--- config.mk ---
export PLATFORM = sky130hd
export DESIGN_NAME = data_mem_ctrl
export DESIGN_NICKNAME = d
export VERILOG_FILES = /design/src/rtl/data_mem_pkg.sv /design/src/rtl/lsu_align.sv /design/src/rtl/data_mem_ctrl.sv
export SDC_FILE = /design/constraint.sdc
export NUM_CORES = 1
export LEC_CHECK = 0
export CAP_MARGIN = 20
export CORE_ASPECT_RATIO = 1.25
export CORE_MARGIN = 2
export CORE_UTILIZATION = 52
export CTS_CLUSTER_SIZE = 12
export DETAILED_ROUTE_END_ITERATION = 6
export GPL_TIMING_DRIVEN = 0
export PLACE_DENSITY = 0.87
export SLEW_MARGIN = 10
export SYNTH_ARGS = -nofsm -noshare
export SYNTH_HDL_FRONTEND = slang
export SYNTH_SLANG_ARGS = --single-unit
--- constraint.sdc ---
create_clock -name clk -period 3.45 [get_ports clk]
set_input_delay 0.69 -clock clk [delete_from_list [all_inputs] [get_ports clk]]
set_output_delay 0.69 -clock clk [all_outputs]
set_load 0.1 [all_outputs]
--- src/rtl/data_mem_pkg.sv ---
// Shared types and helpers for the data memory load/store front end.
package data_mem_pkg;

    typedef enum logic [1:0] {
        SZ_B = 2'b00,
        SZ_H = 2'b01,
        SZ_W = 2'b10
    } size_e;

    typedef enum logic {
        IDLE,
        SECOND
    } state_e;

    function automatic logic [3:0] lane_mask(size_e size);
        case (size)
            SZ_B:    return 4'b0001;
            SZ_H:    return 4'b0011;
            default: return 4'b1111;
        endcase
    endfunction

endpackage

--- src/rtl/lsu_align.sv ---
// Combinational lane alignment: store byte-enable/data placement for both halves
// of a possibly split access, and load extraction/extension from a 64-bit window.
module lsu_align
    import data_mem_pkg::*;
(
    input  logic [1:0]  st_off,
    input  size_e       st_size,
    input  logic [31:0] st_wdata,
    output logic [3:0]  be_lo,
    output logic [3:0]  be_hi,
    output logic [31:0] wdata_lo,
    output logic [31:0] wdata_hi,
    input  logic [63:0] ld_word,
    input  logic [1:0]  ld_off,
    input  size_e       ld_size,
    input  logic        ld_unsigned,
    output logic [31:0] ld_data
);

    logic [7:0]  be_w;
    logic [63:0] wd_w;
    logic [63:0] ld_sh;

    // Shifting into a double-width window yields the spill-over lanes of the
    // second word directly in the upper half.
    always_comb begin
        be_w     = {4'b0000, lane_mask(st_size)} << st_off;
        wd_w     = {32'h0, st_wdata} << {st_off, 3'b000};
        be_lo    = be_w[3:0];
        be_hi    = be_w[7:4];
        wdata_lo = wd_w[31:0];
        wdata_hi = wd_w[63:32];
    end

    always_comb begin
        ld_sh = ld_word >> {ld_off, 3'b000};
        case (ld_size)
            SZ_B:    ld_data = {{24{~ld_unsigned & ld_sh[7]}}, ld_sh[7:0]};
            SZ_H:    ld_data = {{16{~ld_unsigned & ld_sh[15]}}, ld_sh[15:0]};
            default: ld_data = ld_sh[31:0];
        endcase
    end

endmodule

--- src/rtl/data_mem_ctrl.sv ---
// Core load/store front end for a single-port synchronous data RAM; splits
// misaligned accesses into two consecutive word accesses.
module data_mem_ctrl
    import data_mem_pkg::*;
#(
    parameter int ADDR_WIDTH = 8,
    parameter int DATA_WIDTH = 32
) (
    input  logic                  clk,
    input  logic                  rst_i,
    input  logic                  req_i,
    input  logic                  we_i,
    input  logic [1:0]            size_i,
    input  logic                  unsigned_i,
    input  logic [31:0]           addr_i,
    input  logic [DATA_WIDTH-1:0] wdata_i,
    output logic                  gnt_o,
    output logic                  rvalid_o,
    output logic [DATA_WIDTH-1:0] rdata_o,
    output logic                  mem_en_o,
    output logic                  mem_we_o,
    output logic [ADDR_WIDTH-1:0] mem_addr_o,
    output logic [DATA_WIDTH-1:0] mem_wdata_o,
    output logic [3:0]            mem_be_o,
    input  logic [DATA_WIDTH-1:0] mem_rdata_i
);

    if (DATA_WIDTH != 32) begin : g_bad_width
        $error("data_mem_ctrl: DATA_WIDTH must be 32");
    end

    state_e                state_q, state_d;
    logic [ADDR_WIDTH-1:0] req_word_q;
    logic [1:0]            req_off_q;
    size_e                 req_size_q;
    logic                  req_we_q;
    logic [31:0]           req_wdata_q;

    logic                  rsp_vld_q, rsp_we_q, rsp_uns_q, rsp_split_q;
    logic [1:0]            rsp_off_q;
    size_e                 rsp_size_q;
    logic [31:0]           hold_q;

    logic [1:0]  off;
    size_e       size_n;
    logic        mis, accept, issue2;
    logic [3:0]  be_lo, be_hi;
    logic [31:0] wdata_lo, wdata_hi, ld_data;
    logic [63:0] ld_word;
    logic        unused_addr;

    assign unused_addr = ^addr_i[31:ADDR_WIDTH];

    assign off    = addr_i[1:0];
    assign size_n = (size_i == 2'b11) ? SZ_W : size_e'(size_i);
    assign mis    = (size_n == SZ_H && off == 2'd3) || (size_n == SZ_W && off != 2'd0);
    // Reset gates issue combinationally so a pending second half never reaches the RAM.
    assign accept = !rst_i && state_q == IDLE && req_i;
    assign issue2 = !rst_i && state_q == SECOND;

    assign ld_word = rsp_split_q ? {mem_rdata_i, hold_q} : {32'h0, mem_rdata_i};

    lsu_align u_align (
        .st_off      (issue2 ? req_off_q   : off),
        .st_size     (issue2 ? req_size_q  : size_n),
        .st_wdata    (issue2 ? req_wdata_q : wdata_i),
        .be_lo       (be_lo),
        .be_hi       (be_hi),
        .wdata_lo    (wdata_lo),
        .wdata_hi    (wdata_hi),
        .ld_word     (ld_word),
        .ld_off      (rsp_off_q),
        .ld_size     (rsp_size_q),
        .ld_unsigned (rsp_uns_q),
        .ld_data     (ld_data)
    );

    always_comb begin
        state_d     = state_q;
        gnt_o       = accept;
        mem_en_o    = 1'b0;
        mem_we_o    = 1'b0;
        mem_addr_o  = '0;
        mem_wdata_o = '0;
        mem_be_o    = 4'b0000;
        if (accept) begin
            mem_en_o    = 1'b1;
            mem_we_o    = we_i;
            mem_addr_o  = {addr_i[ADDR_WIDTH-1:2], 2'b00};
            mem_be_o    = be_lo;
            mem_wdata_o = wdata_lo;
            if (mis) state_d = SECOND;
        end else if (issue2) begin
            mem_en_o    = 1'b1;
            mem_we_o    = req_we_q;
            mem_addr_o  = req_word_q + ADDR_WIDTH'(4);
            mem_be_o    = be_hi;
            mem_wdata_o = wdata_hi;
            state_d     = IDLE;
        end
    end

    assign rvalid_o = rsp_vld_q && !rst_i;
    assign rdata_o  = (rvalid_o && !rsp_we_q) ? ld_data : 32'h0;

    always_ff @(posedge clk) begin
        if (rst_i) begin
            state_q     <= IDLE;
            req_word_q  <= '0;
            req_off_q   <= 2'b00;
            req_size_q  <= SZ_B;
            req_we_q    <= 1'b0;
            req_wdata_q <= 32'h0;
            rsp_vld_q   <= 1'b0;
            rsp_we_q    <= 1'b0;
            rsp_uns_q   <= 1'b0;
            rsp_split_q <= 1'b0;
            rsp_off_q   <= 2'b00;
            rsp_size_q  <= SZ_B;
            hold_q      <= 32'h0;
        end else begin
            state_q   <= state_d;
            rsp_vld_q <= (accept && !mis) || issue2;
            // The previous response is consumed in the grant cycle, so the
            // tracker can be reloaded here even for a split request.
            if (accept) begin
                req_word_q  <= {addr_i[ADDR_WIDTH-1:2], 2'b00};
                req_off_q   <= off;
                req_size_q  <= size_n;
                req_we_q    <= we_i;
                req_wdata_q <= wdata_i;
                rsp_we_q    <= we_i;
                rsp_uns_q   <= unsigned_i;
                rsp_split_q <= mis;
                rsp_off_q   <= off;
                rsp_size_q  <= size_n;
            end
            if (issue2) hold_q <= mem_rdata_i;
        end
    end

endmodule
* Word-level counts from Yosys, hierarchy flattened *
Index checks and enable logic that the tools add are counted.

cells by class
  $add $sub $neg = 1
  equality and inequality tests = 7
  shifts and indexed selects = 3
  muxes and demuxes = 21
  bitwise gates (word level) = 4
  reductions and logical operators = 18

operator list
  kind                   number
  $mux W32               4
  $mux W64               1
  $pmux W32 S2           1
  $shl A32 B5 Y64        1
  $shr A64 B5 Y32        1
  $mux W8                2
  $add A8 B3 Y8 const B  1
  $logic_and A1 B1 Y1    8
  $mux W4                2
  $pmux W4 S2            1
  $shl A4 B2 Y8          1
  $mux W1                7
  $eq A2 B1 Y1 const B   3
  $eq A2 B2 Y1 const B   3
  $mux W2                3
  $logic_not A2 Y1       2
  $reduce_bool A2 Y1     2
  $logic_not A1 Y1       3
  $and A1 B1 Y1          2
  $logic_or A1 B1 Y1     2
  $ne A2 B2 Y1 const B   1
  $not A1 Y1             2
  $reduce_and A2 Y1      1

storage, ports and cells
  flip-flop bits (word level) = 79
  output and inout port bits = 80
  logic and storage cells = 64

* Longest topological paths before layout *
  word-level depth = 8
  gate-level depth with buffers = 8
  depth with buffers taken out = 5

* Cells and area by module *
From an unflattened synthesis, not the netlist that was laid out.

unflattened totals
  cells, all modules = 844
  area, all modules = 6655.1 um^2

modules (own cells, without submodules)
  module         instances  cells each  area an instance (um^2)
  data_mem_ctrl  1          602         4616.9
  lsu_align      1          242         2038.2

* Worst setup path before layout *
OpenSTA, ideal clock, no wires.

  path kind = input to output
  start point = input rst_i
  end point = output rdata_o[16]
  arrival time = 4.079 ns
  data required time = 2.760 ns
  slack = -1.319 ns
  stages = 5
  cells stage by stage = buf_6 > nor2b_1 > and3_1 > a31oi_4 > a21oi_1

between the ends
  word-level cells in the longest chain between the ends = 4

ends and longest elaborated chain
  element              line                  RTL
  start: declaration   data_mem_ctrl.sv:10   input logic rst_i,
  $logic_not A1 Y1     data_mem_ctrl.sv:103  assign rvalid_o = rsp_vld_q && !rst_i;
  $logic_and A1 B1 Y1  data_mem_ctrl.sv:103
  net rvalid_o         data_mem_ctrl.sv:18   output logic rvalid_o,
  $logic_and A1 B1 Y1  data_mem_ctrl.sv:104  assign rdata_o = (rvalid_o && !rsp_we_q) ? ld_data : 32'h0;
  $mux W32             data_mem_ctrl.sv:104
  end: declaration     data_mem_ctrl.sv:19   output logic [DATA_WIDTH-1:0] rdata_o,

The timed path passes the listed nets, and every way through them passes these cells.

* Final worst setup path *
  start point = input rst_i
  end point = output mem_wdata_o[25]

between the ends
  word-level cells in the longest chain between the ends = 6

ends and longest elaborated chain
  element                                     line                                      RTL
  $logic_not A1 Y1 *                          data_mem_ctrl.sv:58, data_mem_ctrl.sv:59
  $logic_and A1 B1 Y1                         data_mem_ctrl.sv:59                       assign issue2 = !rst_i && state_q == SECOND;
  $mux W32 / $mux W2 (equally long branches)  data_mem_ctrl.sv:66, data_mem_ctrl.sv:64
  $shl A32 B5 Y64                             lsu_align.sv:28                           wd_w = {32'h0, st_wdata} << {st_off, 3'b000};
  $mux W32                                    data_mem_ctrl.sv:93                       end else if (issue2) begin
  $mux W32 *                                  data_mem_ctrl.sv:86                       if (accept) begin
  end: declaration                            data_mem_ctrl.sv:23                       output logic [DATA_WIDTH-1:0] mem_wdata_o,

Every way passes the cells marked *; elsewhere a longest branch is shown, timed or not.

==> results.tsv <==
stage	metric	value	unit
sta	rsz0062_at_grt	false	
place	dpl.hpwl	16600	µm
die	row_count	44	
worst_setup_path	cp_slowest_stage_delay	0.40	ns
final_layout	n_antenna_cell	0	
sta	maxSlewViolCount	0	
synth	yosys-mux-area-fraction	31.6	%
route	drt_wl_total	23300	µm
global_route	grt_pass1_vias	6554	
route	via_per_inst	6.42	
global_route	grt_max_degree	17	
die	die_h	125	µm
route	drt_pass1_iterations	5	
worst_setup_path	path_max_fanout	10	
cts	htreeDepth	3	
route	wl_per_cell	23.3	µm
global_route	antenna_found_initial	0	
route	drc	0	
die	core_region_area	11500	µm²
final_layout	area_growth	40.5	%
sta	hold_ws	0.482	ns
synth	synth_warnings	0	
synth	synthFlopType	dfxtp_1	
synth	async_flop_share	0	%
worst_setup_path	critical_path.top_delay_family	buffers and inverters	
global_route	grt_first_pass_wirelength	35400	µm
worst_setup_path	cp_cell_sequence	clkdlybuf4s15_1 > buf_6 > nor2b_1 > buf_4 > mux2_2 > nand2_1 > o211a_1 > buf_4	
worst_setup_path	critPathCaptureType	output port	
worst_setup_path	cp.buffers_inverters	4	
synth	synth-xor-area-share	0.579	%
cts	ctsHoldBuffers	0	
cts	cts_buffer_depth	2	
die	die_w	101	µm
sta	tightest_slew	0.975	ns
final_layout	drive_above_1_share	31.3	%
die	fp.dieArea	12500	µm²
synth	syn-instance-count	679	
die	start_util	52.6	%
sta	min_period	3.40	ns
place	numPlacedInstances	973	
final_layout	fin_cells	1000	
synth	seq_area_frac_synth	26.1	%
global_route	grt_overflow	0	
global_route	grt_usage	36.4	%
place	gp_routability_congestion	0.966	
die	ios	183	
job	cap_viol_max_count	0	
pwr	peakVddDrop	0.267	mV
worst_setup_path	start_kind	input pin	
pwr	powerDensity	371	nW/µm²
sta	setup_viol	0	
sta	relSlewSlack	34.8	%
route	num_vias	6423	
cts	numClockSinks	79	
cts	cts_tree	yes	
cts	cts-root-buf	clkbuf_16	
cts	cts_buffers	9	
worst_setup_path	crit_type	input pin to output port	
sta	skew	0.00369	ns
cts	cts.clk_slew.worst_paths	0.07	ns
route	drt_iter0_markers	474	
pwr	static-leakage-power	3.52	nW
worst_setup_path	worstPathRequired	2.76	ns
worst_setup_path	cp_slowest_cell	mux2_2	
sta	fin_crit_sh	98.6	%
sta	hold_viol	0	
synth	synth_fa_ha_area_share	0.207	%
synth	avgSynthCellArea	8.92	µm²
route	ant_nets	0	
outcome	outcome	completed	
worst_setup_path	cp.arrival	2.71	ns
synth	synth-simple-area-share	18.1	%
sta	finalWorstSetupSlack	0.0486	ns
synth	synth_compound_area_share	16.1	%
hold_path	hold_class	flip-flop to flip-flop	
synth	synth_edf_count	0	
synth	synth_top_family_by_area	multiplexers	
sta	fmax	0.294	GHz
place	portBuffers	155	
final_layout	nets	961	
place	pre_cts_ws	-1.38	ns
worst_setup_path	critPathMostFrequentCell	buf_4	
synth	ys_types	56	
synth	synth_area	6060	µm²
cts	clk_latency	0.35	ns
synth	synth-seq-cells	79	
-- metrics by stage --
step / area [µm²] / setup TNS, ns / power [mW] / utilization [%]
finish: 8510 / 0 / 3.16 / 73.9
global route: 8510 / 0 / 3.24 / 73.9
CTS: 8390 / 0 / 3.12 / 72.9
detailed placement: 8060 / -74.35 / 2.11 / 70.1
global placement: 8060 / -72.63 / 2.09 / 70.1
floorplan: 6340 / -5.59 / 1.78 / -
-- layout make-up --
| cell class | instances | area [µm²] |
|---|---|---|
| Buffer | 65 | 457 |
| Clock buffer | 9 | 225 |
| Clock inverter | 7 | 85.1 |
| Fill cell | 863 | 3000 |
| Inverter | 3 | 11.3 |
| Multi-Input combinational cell | 531 | 4350 |
| Sequential cell | 79 | 1580 |
| Tap cell | 138 | 173 |
| Timing Repair Buffer | 168 | 1620 |
-- kinds of logic after synthesis --
logic type,after synthesis
XOR/XNOR,4
other,1
flip-flops,79
multiplexers,169
buffers and inverters,70
AO/OA/AOI/OAI,129
adder cells (fa/ha/maj),1
AND/OR/NAND/NOR,226
-- Yosys cell counts, types with 3 or more instances --
library cell	n	area [µm²]
clkbuf_1	22	82.6
nor2b_1	4	25.0
and3_1	3	18.8
a211oi_1	3	22.5
dfxtp_1	79	1580
mux4_2	14	315
o22ai_1	23	144
o21ai_0	8	40.0
or2_1	6	37.5
buf_4	4	30.0
mux2i_1	120	1200
nand3_1	4	20.0
buf_1	4	15.0
clkbuf_8	4	55.1
nand3b_1	38	285
a22oi_1	12	90.1
a21oi_1	25	125
a21oi_2	11	96.3
nand2_1	110	413
mux2_2	32	360
buf_6	6	67.6
a21o_1	9	67.6
buf_2	24	120
o211a_1	8	80.1
a2bb2oi_1	8	70.1
nor2_1	48	180
o221a_2	16	180
-- repair_timing --
item / 4_1_cts / 5_1_grt
gates resized for setup: 421 / 65
pin swaps: 2 / 3
endpoints found under the setup margin: 77 / 51
buffers inserted: 9 / 3
cloned: 1 / 0
-- registers in the layout, summed over array words and instances, names as in the netlist --
register and count:
hold_q 32, req_wdata_q 32, rsp_vld_q 1, rsp_off_q 2, state_q 1, req_word_q 6
rsp_split_q 1, rsp_size_q 2, rsp_uns_q 1, rsp_we_q 1
-- layout by cell type, fill, tap and decap left out, types with 3 or more instances in the layout --
master / instances
o22ai_2: 15
and3_1: 3
a22oi_1: 11
o211a_1: 8
clkbuf_16: 9
dfxtp_1: 79
nand3b_1: 38
nor2_1: 47
clkbuf_8: 4
clkdlybuf4s15_2: 9
nand3_1: 4
clkbuf_1: 17
a21oi_2: 9
clkbuf_4: 14
a2bb2oi_1: 8
or2_1: 6
buf_2: 30
mux4_2: 14
o21ai_0: 6
buf_12: 11
mux2_2: 32
clkdlybuf4s50_1: 76
a21oi_1: 12
a21o_1: 9
a21oi_4: 15
o221a_2: 16
buf_1: 3
o22ai_1: 8
clkbuf_2: 3
buf_6: 11
nor2b_1: 3
buf_4: 47
mux2i_1: 120
nand2_1: 110
buf_8: 4
inv_6: 4
-- layer usage --
| layer | vias to the layer above | global-route usage, % | part of all wire (%) |
|---|---|---|---|
| li1 | 2820 | - | - |
| met1 | 3022 | 42.6 | 36 |
| met2 | 481 | 60.4 | 48 |
| met3 | 100 | 7.80 | 10 |
| met4 | 0 | 21.5 | 5.9 |
| met5 | - | 0 | 0 |
-- worst reg2reg max path, cell delays in order, from the launching register on --
cell and delay, ns:
dfxtp_1 0.30, buf_2 0.25, or3b_4 0.21, clkbuf_1 0.41, buf_1 0.60, nand3b_1 0.18, nand2_1 0.10
-- path summary, 6_finish.rpt --
kind,start,slack (ns),cells after the start,end
max,rst_i,0.05,8,mem_wdata_o[25]
min,rsp_we_q$_SDFFE_PP0P_,0.48,2,rsp_we_q$_SDFFE_PP0P_
min reg2reg,rsp_we_q$_SDFFE_PP0P_,0.48,2,rsp_we_q$_SDFFE_PP0P_
max reg2reg,state_q$_SDFFE_PP0P_,1.35,6,req_wdata_q[12]$_SDFFE_PP0P_
-- power breakdown --
part	total, mW	leakage (nW)	switching [mW]	internal [mW]
clock network	1.03	0.153	0.453	0.578
registers	1.01	0.647	0.0445	0.964
logic	1.12	2.72	0.704	0.417
total	3.16	3.52	1.20	1.96
Power figures use the tool's default switching activity.
